[src/rtl/fetch_queue_pkg.sv]
// Shared constants and entry payload for the IFU-to-decode fetch queue.
// FETCHQ_PREDECODE_EN adds a control-transfer flag to each stored entry.
package fetch_queue_pkg;

  localparam int unsigned INSTR_W = 32;
  localparam int unsigned PC_W    = 32;

  localparam logic [1:0] NPC_SEL_PC4 = 2'd0;
  localparam logic [1:0] NPC_SEL_BR  = 2'd1;
  localparam logic [1:0] NPC_SEL_J   = 2'd2;
  localparam logic [1:0] NPC_SEL_JR  = 2'd3;

  localparam logic [PC_W-1:0]    CODE_SEG_PC = 32'h0000_3000;
  localparam logic [INSTR_W-1:0] INSTR_NOP   = 32'h0000_0000;

  localparam logic [5:0] OPCODE_SPECIAL = 6'h00;
  localparam logic [5:0] OPCODE_J       = 6'h02;
  localparam logic [5:0] OPCODE_JAL     = 6'h03;
  localparam logic [5:0] OPCODE_BEQ     = 6'h04;
  localparam logic [5:0] FUNCT_JR       = 6'h08;

  typedef struct packed {
`ifdef FETCHQ_PREDECODE_EN
    logic               is_ctrl;
`endif
    logic [INSTR_W-1:0] instr;
    logic [PC_W-1:0]    pc;
  } fq_entry_t;

endpackage

[src/rtl/fetch_queue_predecode.sv]
// Combinational classifier: flags beq, j, jal and jr as control transfers.
module fetch_queue_predecode
  import fetch_queue_pkg::*;
(
  input  logic [INSTR_W-1:0] instr,
  output logic               is_ctrl
);

  logic [5:0] opcode;
  logic [5:0] funct;

  always_comb begin
    opcode  = instr[31:26];
    funct   = instr[5:0];
    is_ctrl = 1'b0;
    unique case (opcode)
      OPCODE_BEQ, OPCODE_J, OPCODE_JAL: is_ctrl = 1'b1;
      OPCODE_SPECIAL:                   is_ctrl = (funct == FUNCT_JR);
      default:                          is_ctrl = 1'b0;
    endcase
  end

endmodule

[src/rtl/fetch_queue.sv]
// In-order FIFO decoupling IFU from decode, with back-pressure and redirect flush.
// Optional FETCHQ_PREDECODE_EN adds out_is_ctrl per entry.
module fetch_queue
  import fetch_queue_pkg::*;
#(
  parameter int unsigned DEPTH = 2,
  parameter int unsigned CNT_W = $clog2(DEPTH) + 1
) (
  input  logic               clk,
  input  logic               reset,
  input  logic               in_valid,
  input  logic [INSTR_W-1:0] in_instr,
  input  logic [PC_W-1:0]    in_pc,
  output logic               in_ready,
  output logic               out_valid,
  output logic [INSTR_W-1:0] out_instr,
  output logic [PC_W-1:0]    out_pc,
`ifdef FETCHQ_PREDECODE_EN
  output logic               out_is_ctrl,
`endif
  input  logic               out_ready,
  input  logic               flush,
  output logic [CNT_W-1:0]   count
);

  localparam int unsigned PTR_W = $clog2(DEPTH);

  logic [PTR_W-1:0] wr_ptr;
  logic [PTR_W-1:0] rd_ptr;
  logic [CNT_W-1:0] cnt_q;
  fq_entry_t        mem [DEPTH];
  fq_entry_t        wr_entry;
  fq_entry_t        head;
  logic             push;
  logic             pop;

  // Handshake decode from registered state only; flush masks both sides.
  always_comb begin
    in_ready  = (cnt_q != CNT_W'(DEPTH));
    out_valid = (cnt_q != '0) & ~flush;
    push      = in_valid & in_ready & ~flush;
    pop       = out_valid & out_ready;
  end

`ifdef FETCHQ_PREDECODE_EN
  logic in_is_ctrl;

  fetch_queue_predecode u_predecode (
    .instr   (in_instr),
    .is_ctrl (in_is_ctrl)
  );

  always_comb begin
    wr_entry.is_ctrl = in_is_ctrl;
    wr_entry.instr   = in_instr;
    wr_entry.pc      = in_pc;
  end
`else
  always_comb begin
    wr_entry.instr = in_instr;
    wr_entry.pc    = in_pc;
  end
`endif

  always_ff @(posedge clk) begin
    if (push) mem[wr_ptr] <= wr_entry;
  end

  // Pointers and occupancy; flush wins over any same-edge push/pop.
  always_ff @(posedge clk or negedge reset) begin
    if (!reset) begin
      wr_ptr <= '0;
      rd_ptr <= '0;
      cnt_q  <= '0;
    end else if (flush) begin
      wr_ptr <= '0;
      rd_ptr <= '0;
      cnt_q  <= '0;
    end else begin
      if (push) wr_ptr <= wr_ptr + PTR_W'(1);
      if (pop)  rd_ptr <= rd_ptr + PTR_W'(1);
      unique case ({push, pop})
        2'b10:   cnt_q <= cnt_q + CNT_W'(1);
        2'b01:   cnt_q <= cnt_q - CNT_W'(1);
        default: cnt_q <= cnt_q;
      endcase
    end
  end

  // Bubble presentation when nothing valid is at the head.
  always_comb begin
    head      = mem[rd_ptr];
    count     = cnt_q;
    out_instr = out_valid ? head.instr : INSTR_NOP;
    out_pc    = out_valid ? head.pc    : CODE_SEG_PC;
`ifdef FETCHQ_PREDECODE_EN
    out_is_ctrl = out_valid & head.is_ctrl;
`endif
  end

endmodule

[config.mk]
export PLATFORM = sky130hd
export DESIGN_NAME = fetch_queue
export DESIGN_NICKNAME = d
export VERILOG_FILES = /design/src/rtl/fetch_queue_pkg.sv /design/src/rtl/fetch_queue_predecode.sv /design/src/rtl/fetch_queue.sv
export SDC_FILE = /design/constraint.sdc
export NUM_CORES = 1
export LEC_CHECK = 0
export BUFFER_PORTS_ARGS = -buffer_cell sky130_fd_sc_hd__buf_2
export CORE_MARGIN = 2
export CORE_UTILIZATION = 40
export DETAILED_ROUTE_END_ITERATION = 7
export SETUP_SLACK_MARGIN = 0.4
export SLEW_MARGIN = 15
export SYNTH_ARGS = -nofsm -noshare
export SYNTH_HDL_FRONTEND = slang
export SYNTH_SLANG_ARGS = --single-unit
export TNS_END_PERCENT = 20
[constraint.sdc]
create_clock -name clk -period 12.3 [get_ports clk]
set_clock_uncertainty 0.15 [all_clocks]
set_input_delay 1.23 -clock clk [delete_from_list [all_inputs] [get_ports clk]]
set_output_delay 1.23 -clock clk [all_outputs]
set_load 0.01 [all_outputs]
== Word level (Yosys, flattened, before mapping) ==
Memories as Yosys holds them, arrays and structs flattened.
Index checks and enable logic that the tools add are counted.

* Memories: 1
* RAM bits: 128
* Bits in registers: 4

* Bitwise logic cells: 5
* Reductions and logical operators: 4
* Equality and inequality tests: 3
* Muxes and demuxes: 10
* Add/subtract/negate cells: 4

{| class="wikitable"
|+ Memory list
! name !! depth !! bits a word !! read ports !! clocked after Yosys merged registers in !! wr ports !! line !! RTL
|-
| mem || 2 || 64 || 1 || 0 || 1 || fetch_queue.sv:31 || <nowiki>fq_entry_t mem [DEPTH];</nowiki>
|}

{| class="wikitable"
|+ Operators with widths
! operator !! number
|-
| 32-bit 2-to-1 mux || 2
|-
| 1-bit 2-to-1 mux || 6
|-
| 2-bit nonzero test || 3
|-
| 1-bit bitwise AND || 4
|-
| 2-bit one-hot mux with 2 select lines || 1
|-
| 3-bit nonzero test || 1
|-
| 1-bit adder (second input constant) || 2
|-
| 2-bit by 1-bit adder with 2-bit output (second input constant) || 1
|-
| 2-bit by 1-bit == test with 1-bit output (second input constant) || 1
|-
| 2-bit == test (second input constant) || 1
|-
| 2-bit 2-to-1 mux || 1
|-
| 2-bit inequality test (second input constant) || 1
|-
| 2-bit by 1-bit subtractor with 2-bit output (second input constant) || 1
|-
| 1-bit NOT || 1
|}

== Longest topological paths before layout ==
Gate-level depths: netlist (run 1).

* Depth after elaboration: 6
* Gate-level depth with buffers: 5
* Gate-level depth less buffers: 4

== Worst setup path after synthesis (run 1) ==
No wires, ideal clock.

* Path type: input to register
* From: in in_valid
* To: mem mem[1][0] in the netlist's numbering (enable)
* Data arrival time: 5,966 ps
* Slack: 5,607 ps
* Stages on the path: 2
* Buffers on the path: 0
* Setup time: 578 ps
* Path through: nand2_1 -> nor3b_1

* Longest elaborated chain between the ends: 4

{| class="wikitable"
|+ Ends and longest elaborated chain
! what !! line !! RTL
|-
| start: declaration || fetch_queue.sv:11 || <nowiki>input logic in_valid,</nowiki>
|-
| 1-bit bitwise AND (2 in a row) || fetch_queue.sv:41 || <nowiki>push = in_valid & in_ready & ~flush;</nowiki>
|-
| 1-bit 2-to-1 mux || fetch_queue.sv:66 || <nowiki>if (push) mem[wr_ptr] <= wr_entry;</nowiki>
|-
| 1-bit 2-to-1 mux (not written as such) || fetch_queue.sv:66 ||
|-
| end: declaration || fetch_queue.sv:31 ||
|}

Every way passes these cells.

== Worst setup path after layout (run 1) ==
* From: in flush
* To: out out_pc[20]

* Longest elaborated chain between the ends: 3

{| class="wikitable"
|+ Ends and longest elaborated chain
! what !! line !! RTL
|-
| start: declaration || fetch_queue.sv:22 || <nowiki>input logic flush,</nowiki>
|-
| 1-bit NOT || fetch_queue.sv:40 || <nowiki>out_valid = (cnt_q != '0) & ~flush;</nowiki>
|-
| 1-bit bitwise AND || fetch_queue.sv:40 ||
|-
| 32-bit 2-to-1 mux || fetch_queue.sv:95 || <nowiki>out_pc = out_valid ? head.pc : CODE_SEG_PC;</nowiki>
|-
| end: declaration || fetch_queue.sv:17 || <nowiki>output logic [PC_W-1:0] out_pc,</nowiki>
|}

Every way passes these cells.

==> results.cfg, run 1 <==
[finish]
syn2layout_area_growth_pct = 26.49
nFillCells = 1113
drive_gt1_frac = 0.4607
regArea_um2 = 3948
final_util = 0.5114
multi_input_area_um2 = 1214
n_antenna_cell = 0
fin_nets = 514

[synthesis]
ys_warn_count = 0
netlist_area_um2 = 5290
synth_top_area_cell = edfxtp_1
synth_area_per_cell_um2 = 17.75
syn_nets = 367
syn_inst = 298
ys_seq_elements = 132
ys_top_cells_by_area = edfxtp_1 (73%), mux2i_1 (12%), nor2_4 (4.3%)
synth_seq_area_share = 0.7455
synth_top_cell_area_share = 0.7266
ys_types = 26

[placement]
hpwl_um = 5978
io_buffers = 136
gpl.final_weighted_congestion = 0.6961
pre_cts_slack_ns = 8.073

[routing]
ant_nets = 0
wire_per_inst_um = 14.68
viasPerCell = 4.614
drc_errors = 0
drt-initial-drc-count = 174
vias = 2925
wl_um = 9307
dr.pass1.iters = 4

[sta]
setup_tns_ns = 0
worst_slack_ns = 8.102
max_freq_mhz = 238.2
hold_violations = 0
slew_headroom = 0.4345
slew_viol_final = 0
timing.final.crit_period_ns = 4.198
setup_viol = 0
rsz0062_at_grt = no
tightestPinTransition_ns = 0.8482
period_share = 0.3413

[clocking]
cts_made_buffers = 17
postCtsResizedCells = 0
cts_tree = built
clock_latency_ns = 0.41
cts.path.max_buffers = 2
cts_root_buffer = clkbuf_16
ctsHoldBuffers = 0
cts_setup_buffers = 0
cts_sinks = 132
path_clk_slew_ns = 0.05
h-tree-depth = 4

[run]
maxCapViolations = 0

[setup_path]
end_kind = primary output
required_ns = 10.92
cp-start-kind = input pin
r2r_slack_ns = 10.26
timing.rr.start = count[1]
arrival_ns = 2.82
cp-startpoint = flush
path_max_fanout = 41
criticalPathCategory = in2out

[global_route]
grt_pass1_vias = 3039
overflow = 0
grt_pass1_wl_um = 15030
grt_max_degree = 42
antenna_found_initial = 0
grt.total_usage = 0.1408

[floorplanning]
core_um2 = 13090
initial_utilization = 0.4043
rows = 42
chipWidth_um = 119
dieArea_um2 = 14160
die_y_um = 119
io-pin-count = 137

[power]
p_per_area_nw_per_um2 = 163.2
max-vdd-ir-drop_v = 0.00008596
power.leakage_nw = 2.473

[run_status]
outcome = finished clean

[min_path]
hp-start = wr_ptr
min_path_type = reg2reg
## layout make-up
cell class / count / area share
tap: 176 / 0.03291
multi-input combinational: 149 / 0.1814
timing repair buffer: 142 / 0.1085
sequential: 132 / 0.5899
inverter: 3 / 0.001683
clock buffer: 19 / 0.06470
clock inverter: 13 / 0.02094
## through the flow
| stage | hold slack [ns] | power, mW | std cells | area (um^2) |
|---|---|---|---|---|
| finish | 0.4522 | 1.092 | 634 | 6691 |
| global route | 0.4513 | 1.134 | 634 | 6691 |
| CTS | 0.4390 | 1.106 | 634 | 6691 |
| detailed placement | 0.4290 | 0.6170 | 602 | 6118 |
| global placement | 0.4333 | 0.6149 | 602 | 6118 |
| floorplan | 0.3795 | 0.5871 | 298 | 5290 |
## logic make-up after synthesis
kind of cell           synth area share
AND/OR/NAND/NOR                 0.09697
flip-flops                       0.7455
AO/OA/AOI/OAI                  0.007333
XOR/XNOR                       0.001656
buffers and inverters           0.02744
multiplexers                     0.1211
## cells in the final DEF, fill, tap and decap left out, drive strengths merged, types with 2 or more instances in the layout
cell type    n
dfrtp        4
mux2i       64
nand2        4
nor2        65
edfxtp     128
inv          3
buf        142
bufinv       3
clkinv       7
clkinvlp     3
clkbuf      19
a21oi        2
o21ai        3
## sequential cells by signal, indices dropped and copies added (netlist names)
| name | count |
|---|---|
| rd_ptr | 1 |
| count | 2 |
| wr_ptr | 1 |
| mem | 128 |
## worst paths after layout
path                              endpoint  depth (start not counted)
worst max-delay path            out_pc[20]                          5
worst min-delay path                wr_ptr                          2
worst max register to register  mem[1][53]                          5
worst min register to register      wr_ptr                          2
max in group asynchronous           rd_ptr                          1
min in group asynchronous         count[0]                          1
## cell usage after synthesis
library cell and instances:
buf_12 2, nor2_1 25, nand3b_1 1, mux2i_1 64
nor3_1 1, inv_2 1, buf_6 5, buf_4 1
xor2_1 1, buf_2 6, nor2b_1 1, a21oi_1 2
o21ai_0 3, nor3b_1 1, edfxtp_1 128, or3_1 1
or4b_1 1, dfrtp_1 4, nand2_1 4, a22oi_1 1
nand3_1 1, nor2_2 20, a31oi_1 1, or2_1 1
nor2_4 20, inv_1 2
## routing by layer
| metal | track usage | wire length (um) | vias to the layer above |
|---|---|---|---|
| li1 | - | - | 1405 |
| met1 | 0.1659 | 3942 | 1397 |
| met2 | 0.2306 | 4646 | 104 |
| met3 | 0.04646 | 515 | 19 |
| met4 | 0.07143 | 201 | 0 |
| met5 | 0 | 0 | - |
## worst max-delay path: stages
cell and delay, ns:
buf_2 0.16, or2_4 0.35, buf_4 0.70, nor2_1 0.11, buf_2 0.17
## report_power, final
group	internal [mW]	total, mW	switching, mW
Combinational	0.0359	0.0853	0.0494
Sequential	0.512	0.520	0.00811
Clock	0.313	0.486	0.173
Total	0.861	1.09	0.230
Note: power is estimated with default switching activity, not from simulation.
==> run 2, diff against run 1 <==
- ABC_AREA: not set -> 1
- clock period: 12.3 -> 4 ns (I/O delays scaled with it)
==> run 2 against run 1 <==
- synthesized cell count rose by 25%
- sequential share of layout area decreased by 1.1 points
- final cell count up 11%
- core utilization increased by 0.17 points
- die area rose by 2.9%
- sequential cell count unchanged
- power rose to 3.1 times the previous value
- first-iteration DRC count increased by 17%
- hold slack worse by 0.42 ns
- highest routed layer unchanged
==> results.cfg, run 2 <==
[run_status]
outcome = finished clean

[global_route]
grt_pass1_vias = 3320
gr-usage-met1 = 0.1832
grt_max_degree = 69
overflow = 0
grt_pass1_wl_um = 16120
grt-busiest-layer = met2
grtUsageMet2 = 0.2316
antenna_found_initial = 1
grt_use_met3 = 0.05094
grt.total_usage = 0.1482

[clocking]
postCtsResizedCells = 0
cts.path.max_buffers = 2
ctsHoldBuffers = 1
cts_made_buffers = 17
clock_latency_ns = 0.40
cts_sinks = 132
cts_root_buffer = clkbuf_16
cts_setup_buffers = 0
cts_tree = built
path_clk_slew_ns = 0.05
h-tree-depth = 4

[synthesis]
synth_seq_area_share = 0.7239
synthArstFlopShare = 0.03030
synth_common_cells = edfxtp_1 (128), nand2_1 (79), inv_1 (68)
syn_inst = 373
synth_top_area_cell = edfxtp_1
ys_seq_elements = 132
syn_nets = 442
synth_top_cell_area_share = 0.7056
ys_top_cells_by_area = edfxtp_1 (71%), mux2_2 (9.9%), nand2_1 (5.4%)
synth_area_per_cell_um2 = 14.61
ys_warn_count = 0
netlist_area_um2 = 5448
synth_edf_count = 128
ys_types = 19
synthFlopType = edfxtp_1
yosysMostFrequentCell = edfxtp_1

[routing]
wire_per_inst_um = 14.72
drc_errors = 0
vias = 3203
wl_um = 10350
viasPerCell = 4.556
drt-initial-drc-count = 204
dr.pass1.iters = 4
ant_nets = 0

[sta]
period_share = 0.6916
rsz0062_at_grt = no
worst_slack_ns = 1.234
max_freq_mhz = 361.5
tightestPinTransition_ns = 1.004
slew_headroom = 0.3304
setup_viol = 0
slew_viol_final = 0
worst_hold_slack_ns = 0.03491
hold_violations = 0
timing.final.crit_period_ns = 2.766

[power]
power.leakage_nw = 3.141
p_per_area_nw_per_um2 = 501.1
p_sw_uw = 792.3
seq_power_share = 0.485
power_frac_comb = 0.121
switching_share = 0.2317
p_clk_frac = 0.394
p_int_mw = 2.626
max-vdd-ir-drop_v = 0.0002467
finalPower_mw = 3.419

[setup_path]
cp-startpoint = rd_ptr
criticalPathCategory = reg2out
max_stage_delay_ns = 1.08
cp-start-kind = register
path_max_fanout = 68
cpMaxStageDelayCell = dfrtp_4
required_ns = 3.45
crit_chain = mux2_2 > nand2_1 > inv_1 > buf_2
arrival_ns = 2.22
timing.rr.start = count[0]
end_kind = primary output

[placement]
hpwl_um = 6449
gpl.final_weighted_congestion = 0.6863
placed_cells_incl_taps = 673
io_buffers = 136
pre_cts_slack_ns = 1.579

[finish]
mostFrequentLayoutCell = buf_2
nFillCells = 1157
largest_register_ffs = 128
drive_gt1_frac = 0.4373
fin_nets = 586
layout_common_cells = buf_2 (136), edfxtp_1 (128), nand2_1 (79), inv_1 (68), mux2_2 (48)
top_register = mem
syn2layout_area_growth_pct = 25.22
finalNonFillerCells = 703

[floorplanning]
io-pin-count = 137
rows = 42
dieArea_um2 = 14570
core_um2 = 13300
initial_utilization = 0.4097
die_y_um = 120.7
chipWidth_um = 120.7

[run]
maxCapViolations = 0

[min_path]
hp-start = in_instr[26]
min_path_type = in2reg
==> run 2: metrics by stage <==
stage                     TNS [ns]  instance area [um^2]    util
final                            0                  6822  0.5131
after floorplan            -0.9667                  5450       -
after detailed placement         0                  6307  0.4744
after CTS                        0                  6819  0.5129
after global placement           0                  6307  0.4744
after global routing             0                  6819  0.5129
==> run 2: path summary, 6_finish.rpt <==
check,to,slack [ns],cells after the start
setup / recovery,out_instr[11],1.23,4
hold / removal,mem[1][58],0.03,1
setup reg to reg,mem[0][18],1.60,7
hold reg to reg,wr_ptr,0.41,1
max in group asynchronous,rd_ptr,3.38,2
min in group asynchronous,count[0],0.18,2
==> run 2: power groups by stage <==
stage	logic [mW]	clock network, mW	registers (mW)
4_1_cts	0.421	1.39	1.66
6_report	0.414	1.35	1.66
2_1_floorplan	0.309	0	1.64
3_5_place_dp	0.418	0	1.69
5_1_grt	0.458	1.44	1.67
3_3_place_gp	0.412	0	1.68
==> run 2: critical path, delay by kind of cell (launching register included) <==
| family | cells | cell delay (ns) |
|---|---|---|
| buffers and inverters | 2 | 0.19 |
| multiplexers | 1 | 0.42 |
| flip-flops | 1 | 1.08 |
| AND/OR/NAND/NOR | 1 | 0.08 |
==> run 2: area by class of cell <==
cell class / instances / area (um^2) / area share
Antenna cell: 1 / 2.502 / 0.0003668
Clock buffer: 20 / 436.7 / 0.06401
Clock inverter: 8 / 65.06 / 0.009538
Multi-Input combinational cell: 157 / 1152 / 0.1689
Sequential cell: 132 / 3948 / 0.5787
Timing Repair Buffer: 140 / 738.2 / 0.1082
Tap cell: 176 / 220.2 / 0.03228
Inverter: 69 / 259.0 / 0.03797
==> run 2: kinds of logic (layout without fill, tap and decap cells) <==
family                 after synthesis  after routing  synth area share
AO/OA/AOI/OAI                        5              5          0.005740
buffers and inverters               84            237           0.06821
flip-flops                         132            132            0.7239
multiplexers                        62             62            0.1378
other                                0              1                 0
AND/OR/NAND/NOR                     90             90           0.06431
==> run 2: metal layers <==
layer  vias to the layer above  wire (um)
li1                       1549          -
met1                      1527       4666
met2                       112       4820
met3                        15        714
met4                         0        150
met5                         -          0
